==> config.mk <==
export PLATFORM = sky130hd
export DESIGN_NAME = adc_sample_spi
export DESIGN_NICKNAME = d
export VERILOG_FILES = /design/src/rtl/adc_pkg.sv /design/src/rtl/sync_edge.sv /design/src/rtl/adc_sample_spi.sv
export SDC_FILE = /design/constraint.sdc
export NUM_CORES = 1
export LEC_CHECK = 0
export BUFFER_PORTS_ARGS = -buffer_cell sky130_fd_sc_hd__clkbuf_2
export CORE_MARGIN = 2
export CORE_UTILIZATION = 56
export DETAILED_ROUTE_END_ITERATION = 7
export PLACE_DENSITY = 0.74
export RECOVER_POWER = 50
export SLEW_MARGIN = 5
export SYNTH_ARGS = -nofsm -noshare
export SYNTH_HDL_FRONTEND = slang
export SYNTH_SLANG_ARGS = --single-unit
==> constraint.sdc <==
create_clock -name osc_clk -period 2.9 [get_ports osc_clk]
set_input_delay 0.145 -clock osc_clk [delete_from_list [all_inputs] [get_ports osc_clk]]
set_output_delay 0.145 -clock osc_clk [all_outputs]
set_load 0.02 [all_outputs]
==> src/rtl/adc_pkg.sv <==
// Shared types and constants for the ADC sample buffer with SPI readout.
// The header byte layout lives here so the RTL and any consumer agree on it.
package adc_pkg;

    localparam int SAMPLE_W    = 8;
    localparam int HDR_OVF_BIT = 7;
    localparam int HDR_CNT_W   = 7;

    typedef enum logic [1:0] {
        IDLE,
        HEADER,
        DATA
    } spi_state_t;

    function automatic logic [SAMPLE_W-1:0] make_header(input logic ovf,
                                                        input logic [HDR_CNT_W-1:0] cnt);
        logic [SAMPLE_W-1:0] hdr;
        hdr              = '0;
        hdr[HDR_OVF_BIT] = ovf;
        hdr[HDR_CNT_W-1:0] = cnt;
        return hdr;
    endfunction

endpackage

==> src/rtl/sync_edge.sv <==
// Multi-flop synchronizer for one asynchronous level, followed by a
// single-cycle rise/fall detector on the synchronized value.
module sync_edge #(
    parameter int STAGES = 2
) (
    input  logic clk,
    input  logic rst_n,
    input  logic d,
    output logic rise,
    output logic fall
);

    logic [STAGES-1:0] sync_q, sync_d;
    logic              prev_q, prev_d;

    always_comb begin
        sync_d = {sync_q[STAGES-2:0], d};
        prev_d = sync_q[STAGES-1];
        rise   = sync_q[STAGES-1] & ~prev_q;
        fall   = ~sync_q[STAGES-1] & prev_q;
    end

    // NOTE: flops use non-blocking (<=) so every register samples pre-edge values.
    always_ff @(posedge clk or negedge rst_n) begin
        if (!rst_n) begin
            sync_q <= '0;
            prev_q <= 1'b0;
        end else begin
            sync_q <= sync_d;
            prev_q <= prev_d;
        end
    end

endmodule

==> src/rtl/adc_sample_spi.sv <==
// Sample FIFO fed by the ADC interface and drained by a mode-0 SPI slave.
// Every transaction starts with a {overflow, count} header, then FIFO bytes.
module adc_sample_spi import adc_pkg::*; #(
    parameter int DEPTH       = 16,
    parameter int SYNC_STAGES = 2
) (
    input  logic                     osc_clk,
    input  logic                     reset,
    input  logic                     write_enable,
    input  logic [SAMPLE_W-1:0]      write_data,
    input  logic                     sck,
    input  logic                     cs_n,
    output logic                     miso,
    output logic [$clog2(DEPTH):0]   fifo_count,
    output logic                     overflow
);

    localparam int PTR_W = $clog2(DEPTH);
    localparam int CNT_W = PTR_W + 1;

    logic we_rise, we_fall_unused, sck_rise_unused, sck_fall, cs_rise, cs_fall;

    sync_edge #(.STAGES(SYNC_STAGES)) u_we_sync (
        .clk(osc_clk), .rst_n(reset), .d(write_enable), .rise(we_rise), .fall(we_fall_unused)
    );
    sync_edge #(.STAGES(SYNC_STAGES)) u_sck_sync (
        .clk(osc_clk), .rst_n(reset), .d(sck), .rise(sck_rise_unused), .fall(sck_fall)
    );
    sync_edge #(.STAGES(SYNC_STAGES)) u_cs_sync (
        .clk(osc_clk), .rst_n(reset), .d(cs_n), .rise(cs_rise), .fall(cs_fall)
    );

    spi_state_t          state_q, state_d;
    logic [2:0]          bit_cnt_q, bit_cnt_d;
    logic [SAMPLE_W-1:0] tx_q, tx_d;
    logic [SAMPLE_W-1:0] cap_data_q, cap_data_d;
    logic                cap_valid_q, cap_valid_d;
    logic                miso_q, miso_d;
    logic                ovf_q, ovf_d;
    logic [PTR_W-1:0]    wr_ptr_q, wr_ptr_d, rd_ptr_q, rd_ptr_d;
    logic [CNT_W-1:0]    count_q, count_d;
    logic [SAMPLE_W-1:0] mem_q [DEPTH];
    logic                full, empty, hdr_load, byte_done, push, pop, drop;

    // A pop frees a slot in the same cycle, so a push into a full FIFO still lands.
    always_comb begin
        full      = (count_q == CNT_W'(DEPTH));
        empty     = (count_q == '0);
        hdr_load  = (state_q == IDLE) && cs_fall;
        byte_done = (state_q != IDLE) && !cs_rise && sck_fall && (bit_cnt_q == 3'd7);
        pop       = byte_done && !empty;
        push      = cap_valid_q && (!full || pop);
        drop      = cap_valid_q && full && !pop;
    end

    // NOTE: every output of this block gets a default first, so no latch is inferred.
    always_comb begin
        cap_valid_d = we_rise;
        cap_data_d  = we_rise ? write_data : cap_data_q;
        wr_ptr_d    = push ? wr_ptr_q + PTR_W'(1) : wr_ptr_q;
        rd_ptr_d    = pop  ? rd_ptr_q + PTR_W'(1) : rd_ptr_q;
        count_d     = count_q;
        if (push && !pop) count_d = count_q + CNT_W'(1);
        if (pop && !push) count_d = count_q - CNT_W'(1);

        state_d   = state_q;
        bit_cnt_d = bit_cnt_q;
        tx_d      = tx_q;
        ovf_d     = ovf_q;
        if (cs_rise) begin
            state_d   = IDLE;
            bit_cnt_d = '0;
        end else if (hdr_load) begin
            state_d   = HEADER;
            bit_cnt_d = '0;
            tx_d      = make_header(ovf_q, HDR_CNT_W'(count_q));
            ovf_d     = 1'b0;
        end else if ((state_q != IDLE) && sck_fall) begin
            if (byte_done) begin
                state_d   = DATA;
                bit_cnt_d = '0;
                tx_d      = pop ? mem_q[rd_ptr_q] : '0;
            end else begin
                bit_cnt_d = bit_cnt_q + 3'd1;
                tx_d      = {tx_q[SAMPLE_W-2:0], 1'b0};
            end
        end
        // A drop in the header-load cycle must survive the clear.
        if (drop) ovf_d = 1'b1;

        miso_d = (state_q != IDLE) && tx_q[SAMPLE_W-1];
    end

    always_ff @(posedge osc_clk or negedge reset) begin
        if (!reset) begin
            state_q     <= IDLE;
            bit_cnt_q   <= '0;
            tx_q        <= '0;
            cap_data_q  <= '0;
            cap_valid_q <= 1'b0;
            miso_q      <= 1'b0;
            ovf_q       <= 1'b0;
            wr_ptr_q    <= '0;
            rd_ptr_q    <= '0;
            count_q     <= '0;
        end else begin
            state_q     <= state_d;
            bit_cnt_q   <= bit_cnt_d;
            tx_q        <= tx_d;
            cap_data_q  <= cap_data_d;
            cap_valid_q <= cap_valid_d;
            miso_q      <= miso_d;
            ovf_q       <= ovf_d;
            wr_ptr_q    <= wr_ptr_d;
            rd_ptr_q    <= rd_ptr_d;
            count_q     <= count_d;
        end
    end

    // NOTE: storage is not reset; count and pointers alone decide what is valid.
    always_ff @(posedge osc_clk) begin
        if (push) mem_q[wr_ptr_q] <= cap_data_q;
    end

    assign miso       = miso_q;
    assign fifo_count = count_q;
    assign overflow   = ovf_q;

endmodule

==> impl_summary.txt <==
----------------------------------------------------
[Cells and area]
  Antenna diode instance count ... 0
  Number of nets in the final layout ... between 400 and 500
  Synthesis-to-layout area growth ... 14.93%
  Share of final-layout standard cells stronger than drive strength 1 ... 0.2405
  Number of fill cells in the layout ... 830
  Non-Filler Instances ... 621
  Post-route cell area ... 8149 µm²

[Detailed routing]
  Routed Wire Length ... ~13000 µm
  Vias per Instance ... just under 6
  Number of nets with antenna violations after detailed routing ... 0
  Final routed wire length divided by cell count ... between 20 and 25 µm
  Iteration-0 DRC Markers ... about 340
  DRC violation count after routing ... 0
  Routed via count ... around 3600
  Drt first pass iters ... 4

[STA]
  Hold Vio Cnt, Final ... 0
  Final slew viol count ... 0
  Share of the cycle needed by the critical path after routing ... 0.8929
  Slew at the pin with the worst max-slew slack ... 1.068 ns
  Minimum period implied by the final worst setup slack ... about 2.6 ns
  Endpoints failing setup ... 0
  Setup repair after global routing missed its margin ... false
  Post-Route Skew ... 0.01184 ns
  Worst rel slew slack ... 0.2859
  Max Freq ... approximately 0.39 GHz
  Setup total negative slack ... 0 ns

[Placed design]
  Port Buffer Count ... 19
  Gp weighted congestion ... ~0.87
  Placed cell count ... around 580
  HPWL reported at the end of detailed placement ... 8206 µm
  Placed instance area ... approximately 7400 µm²

[Synthesis]
  Synthesized area divided by synthesized cell count ... 18.37 µm²
  Total of warnings raised by yosys ... 0
  Proportion of netlist area held by the largest area contributor ... 0.5421
  Post-synth ARST share ... 0.2644
  Xor/xnor share of the synthesized area ... 0.01359
  Synthesized-area fraction occupied by ao, oa, aoi and oai cells ... 0.03053
  Area of the mapped netlist ... slightly above 7000 µm²
  Number of different library cells in the post-synthesis netlist ... just under 50
  Portion of netlist area occupied by mux cells ... 0.1558
  Synth top area cells ... edfxtp_1 (54%), dfrtp_1 (16%), mux4_2 (5.7%), mux4_1 (5.2%), mux2_2 (2.5%)
  Post-synthesis adder-cell area fraction ... 0.01412
  Library cell with the largest summed area after synthesis ... edfxtp_1
  Simple-Gate Fraction of Synth Area ... 0.05788
  Sequential cell area fraction in the yosys report ... 0.7044
  Flip-flop cell with the highest count after synthesis ... edfxtp_1
  Syn Nets ... roughly 400
  Post-synthesis instance total ... ~390
  Largest family of logic cells by synthesized area ... multiplexers
  Number of enable-type register cells in the synthesized netlist ... between 100 and 150
  Flops & latches, synth ... around 170

[Clock tree]
  Later-pin clock latency in the skew report ... roughly 0.43 ns
  Clk buf depth ... 2
  Clock tree from TritonCTS ... built
  Clock transition at the registers of the reported paths ... around 0.06 ns
  Htree depth ... 4
  Clock sinks ... approximately 170
  Clock tree root driver cell ... clkbuf_16
  TritonCTS buffer count ... 17

[Pwr]
  Power Density ... 744.3 nW/µm²
  Standby leakage power ... a little under 3 nW
  Worst-case vdd ir drop ... just over 0.5 mV
  Total design power ... 6.065 mW

[Setup path]
  Data arrival time of the worst path ... around 2.7 ns
  CP required ... 2.98 ns
  CP Class ... register to register
  Worst Path Max Fanout ... 10
  Startpoint kind of the worst setup timing path ... register
  Critical path endpoint category ... register

[Hold path]
  Worst Hold Class ... input pin to async pin

[Floorplan]
  Placement Rows ... between 40 and 50
  Area of the die ... roughly 14000 µm²
  Die extent in x ... between 100 and 150 µm
  Starting utilization of the core area ... 0.5688
  Ports ... 20
  Vertical die dimension ... 116.5 µm
  Core box area ... around 12000 µm²

[Global routing]
  Global Route Usage Sum ... 0.2077
  Maximum number of pins on one net before global-route repair ... 34
  Number of global-route vias before repair ... around 3600
  Global-route wire length before repair ... 20030 µm
  Antenna violations before repair ... 0
  Total overflow reported by the global router ... 0

[Flow run]
  Max_cap viols ... 0

[Run status]
  Status ... finished clean

----------------------------------------------------
registers in the layout (all words and copies together), names as in the netlist, 2 cells and up:
register	cells
state_q	2
mem_q	128
u_we_sync.sync_q	2
rd_ptr_q	4
u_sck_sync.sync_q	2
fifo_count	5
tx_q	8
bit_cnt_q	3
wr_ptr_q	4
u_cs_sync.sync_q	2
cap_data_q	8
final cells by class:
class / count / area [µm²] / share of cell area
repair buffers: 49 / 359.1 / 0.04407
clock buffers: 21 / 493.0 / 0.06049
multi-input cells: 183 / 1947 / 0.2389
clock inverters: 11 / 97.59 / 0.01198
flip-flops and latches: 174 / 4996 / 0.6131
well taps: 172 / 215.2 / 0.02641
inverters: 11 / 41.29 / 0.005067
per-layer routing:
layer / wire (µm) / track usage / vias up
li1: - / - / 1633
met1: 5583 / 0.2874 / 1852
met2: 6411 / 0.3213 / 130
met3: 789 / 0.06539 / 14
met4: 147 / 0.06429 / 0
met5: 0 / 0 / -
worst max-delay path, cell delays in order, from the launching register on:
cell and delay, ns:
dfrtp_1 0.38, ha_1 0.17, ha_1 0.34, nand4b_1 0.18, buf_4 0.20, a31oi_2 0.28, and3_1 0.28, and2_1 0.41
logic make-up (layout without fill, tap and decap cells):
kind of cell / count (synthesis) / in the layout
adders and majority gates: 8 / 8
AOI/OAI and AO/OA: 30 / 30
and+or+nand+nor: 72 / 72
DFF: 174 / 174
buffers and inverters: 29 / 92
muxes: 62 / 62
xor gates and xnor gates: 11 / 11
synth_stat cells (4+ instances only):
cell type / n
o211ai_1: 5
a22oi_1: 8
nand2_1: 18
nor2b_1: 9
nor2_1: 9
nor4_1: 9
nand3_1: 7
buf_6: 4
mux4_2: 18
xor2_1: 4
mux2i_1: 5
mux4_1: 14
a21oi_1: 4
edfxtp_1: 128
mux2_1: 9
mux2_2: 16
dfrtp_1: 46
xnor2_1: 7
ha_1: 8
and2_1: 4
clkbuf_1: 6
inv_1: 11
cell usage in the layout, fill, tap and decap left out, types with 4 or more instances in the layout:
master and instances:
buf_4 16, nand3_1 7, o211ai_1 5, dlygate4sd3_1 12, mux2_2 16, a21oi_1 4
mux2_1 9, nor4_1 9, mux4_1 14, nor2_1 9, clkbuf_16 19, xor2_1 4
xnor2_1 7, a22oi_1 8, mux4_2 18, mux2i_1 5, nor2b_1 9, clkbuf_2 19
ha_1 8, and2_1 4, edfxtp_1 128, dfrtp_1 45, nand2_1 18, inv_1 11
timing repair:
item,CTS,global route
setup endpoints to repair,0,65
gates resized for setup,0,2
hold buffers,12,0
endpoints found under the hold margin,26,0
buffers inserted,0,1
power breakdown:
group	internal [mW]	switching [mW]	total, mW	leakage [nW]
sequential	2.96	0.285	3.24	1.73
clock	1.24	0.971	2.21	0.280
combinational	0.262	0.347	0.610	0.886
per-stage QoR:
| stage | hold WS [ns] | setup slack [ns] | util |
|---|---|---|---|
| global route | 0.3650 | 0.1239 | 0.6537 |
| finish | 0.3133 | 0.3106 | 0.6537 |
| global placement | 0.07576 | 0.2878 | 0.5954 |
| CTS | 0.1593 | 0.1640 | 0.6524 |
| detailed placement | 0.07905 | 0.1865 | 0.5954 |
| floorplan | -0.1506 | 0.2284 | - |
path summary, 6_finish.rpt:
kind                                                start                              to  slack, ns  depth (start not counted)
setup / recovery                 bit_cnt_q[0]$_DFFE_PN0P_          mem_q[10][1]$_DFFE_PP_       0.31                          7
hold / removal                                      reset      u_cs_sync.prev_q$_DFF_PN0_       0.31                          2
max in group asynchronous                           reset      u_we_sync.prev_q$_DFF_PN0_       1.32                          3
min in group osc_clk       u_sck_sync.sync_q[0]$_DFF_PN0_  u_sck_sync.sync_q[1]$_DFF_PN0_       0.35                          0
hold reg to reg            u_sck_sync.sync_q[0]$_DFF_PN0_  u_sck_sync.sync_q[1]$_DFF_PN0_       0.35                          0
setup reg to reg                 bit_cnt_q[0]$_DFFE_PN0P_          mem_q[10][1]$_DFFE_PP_       0.31                          7
(Power assumes the default switching activity.)
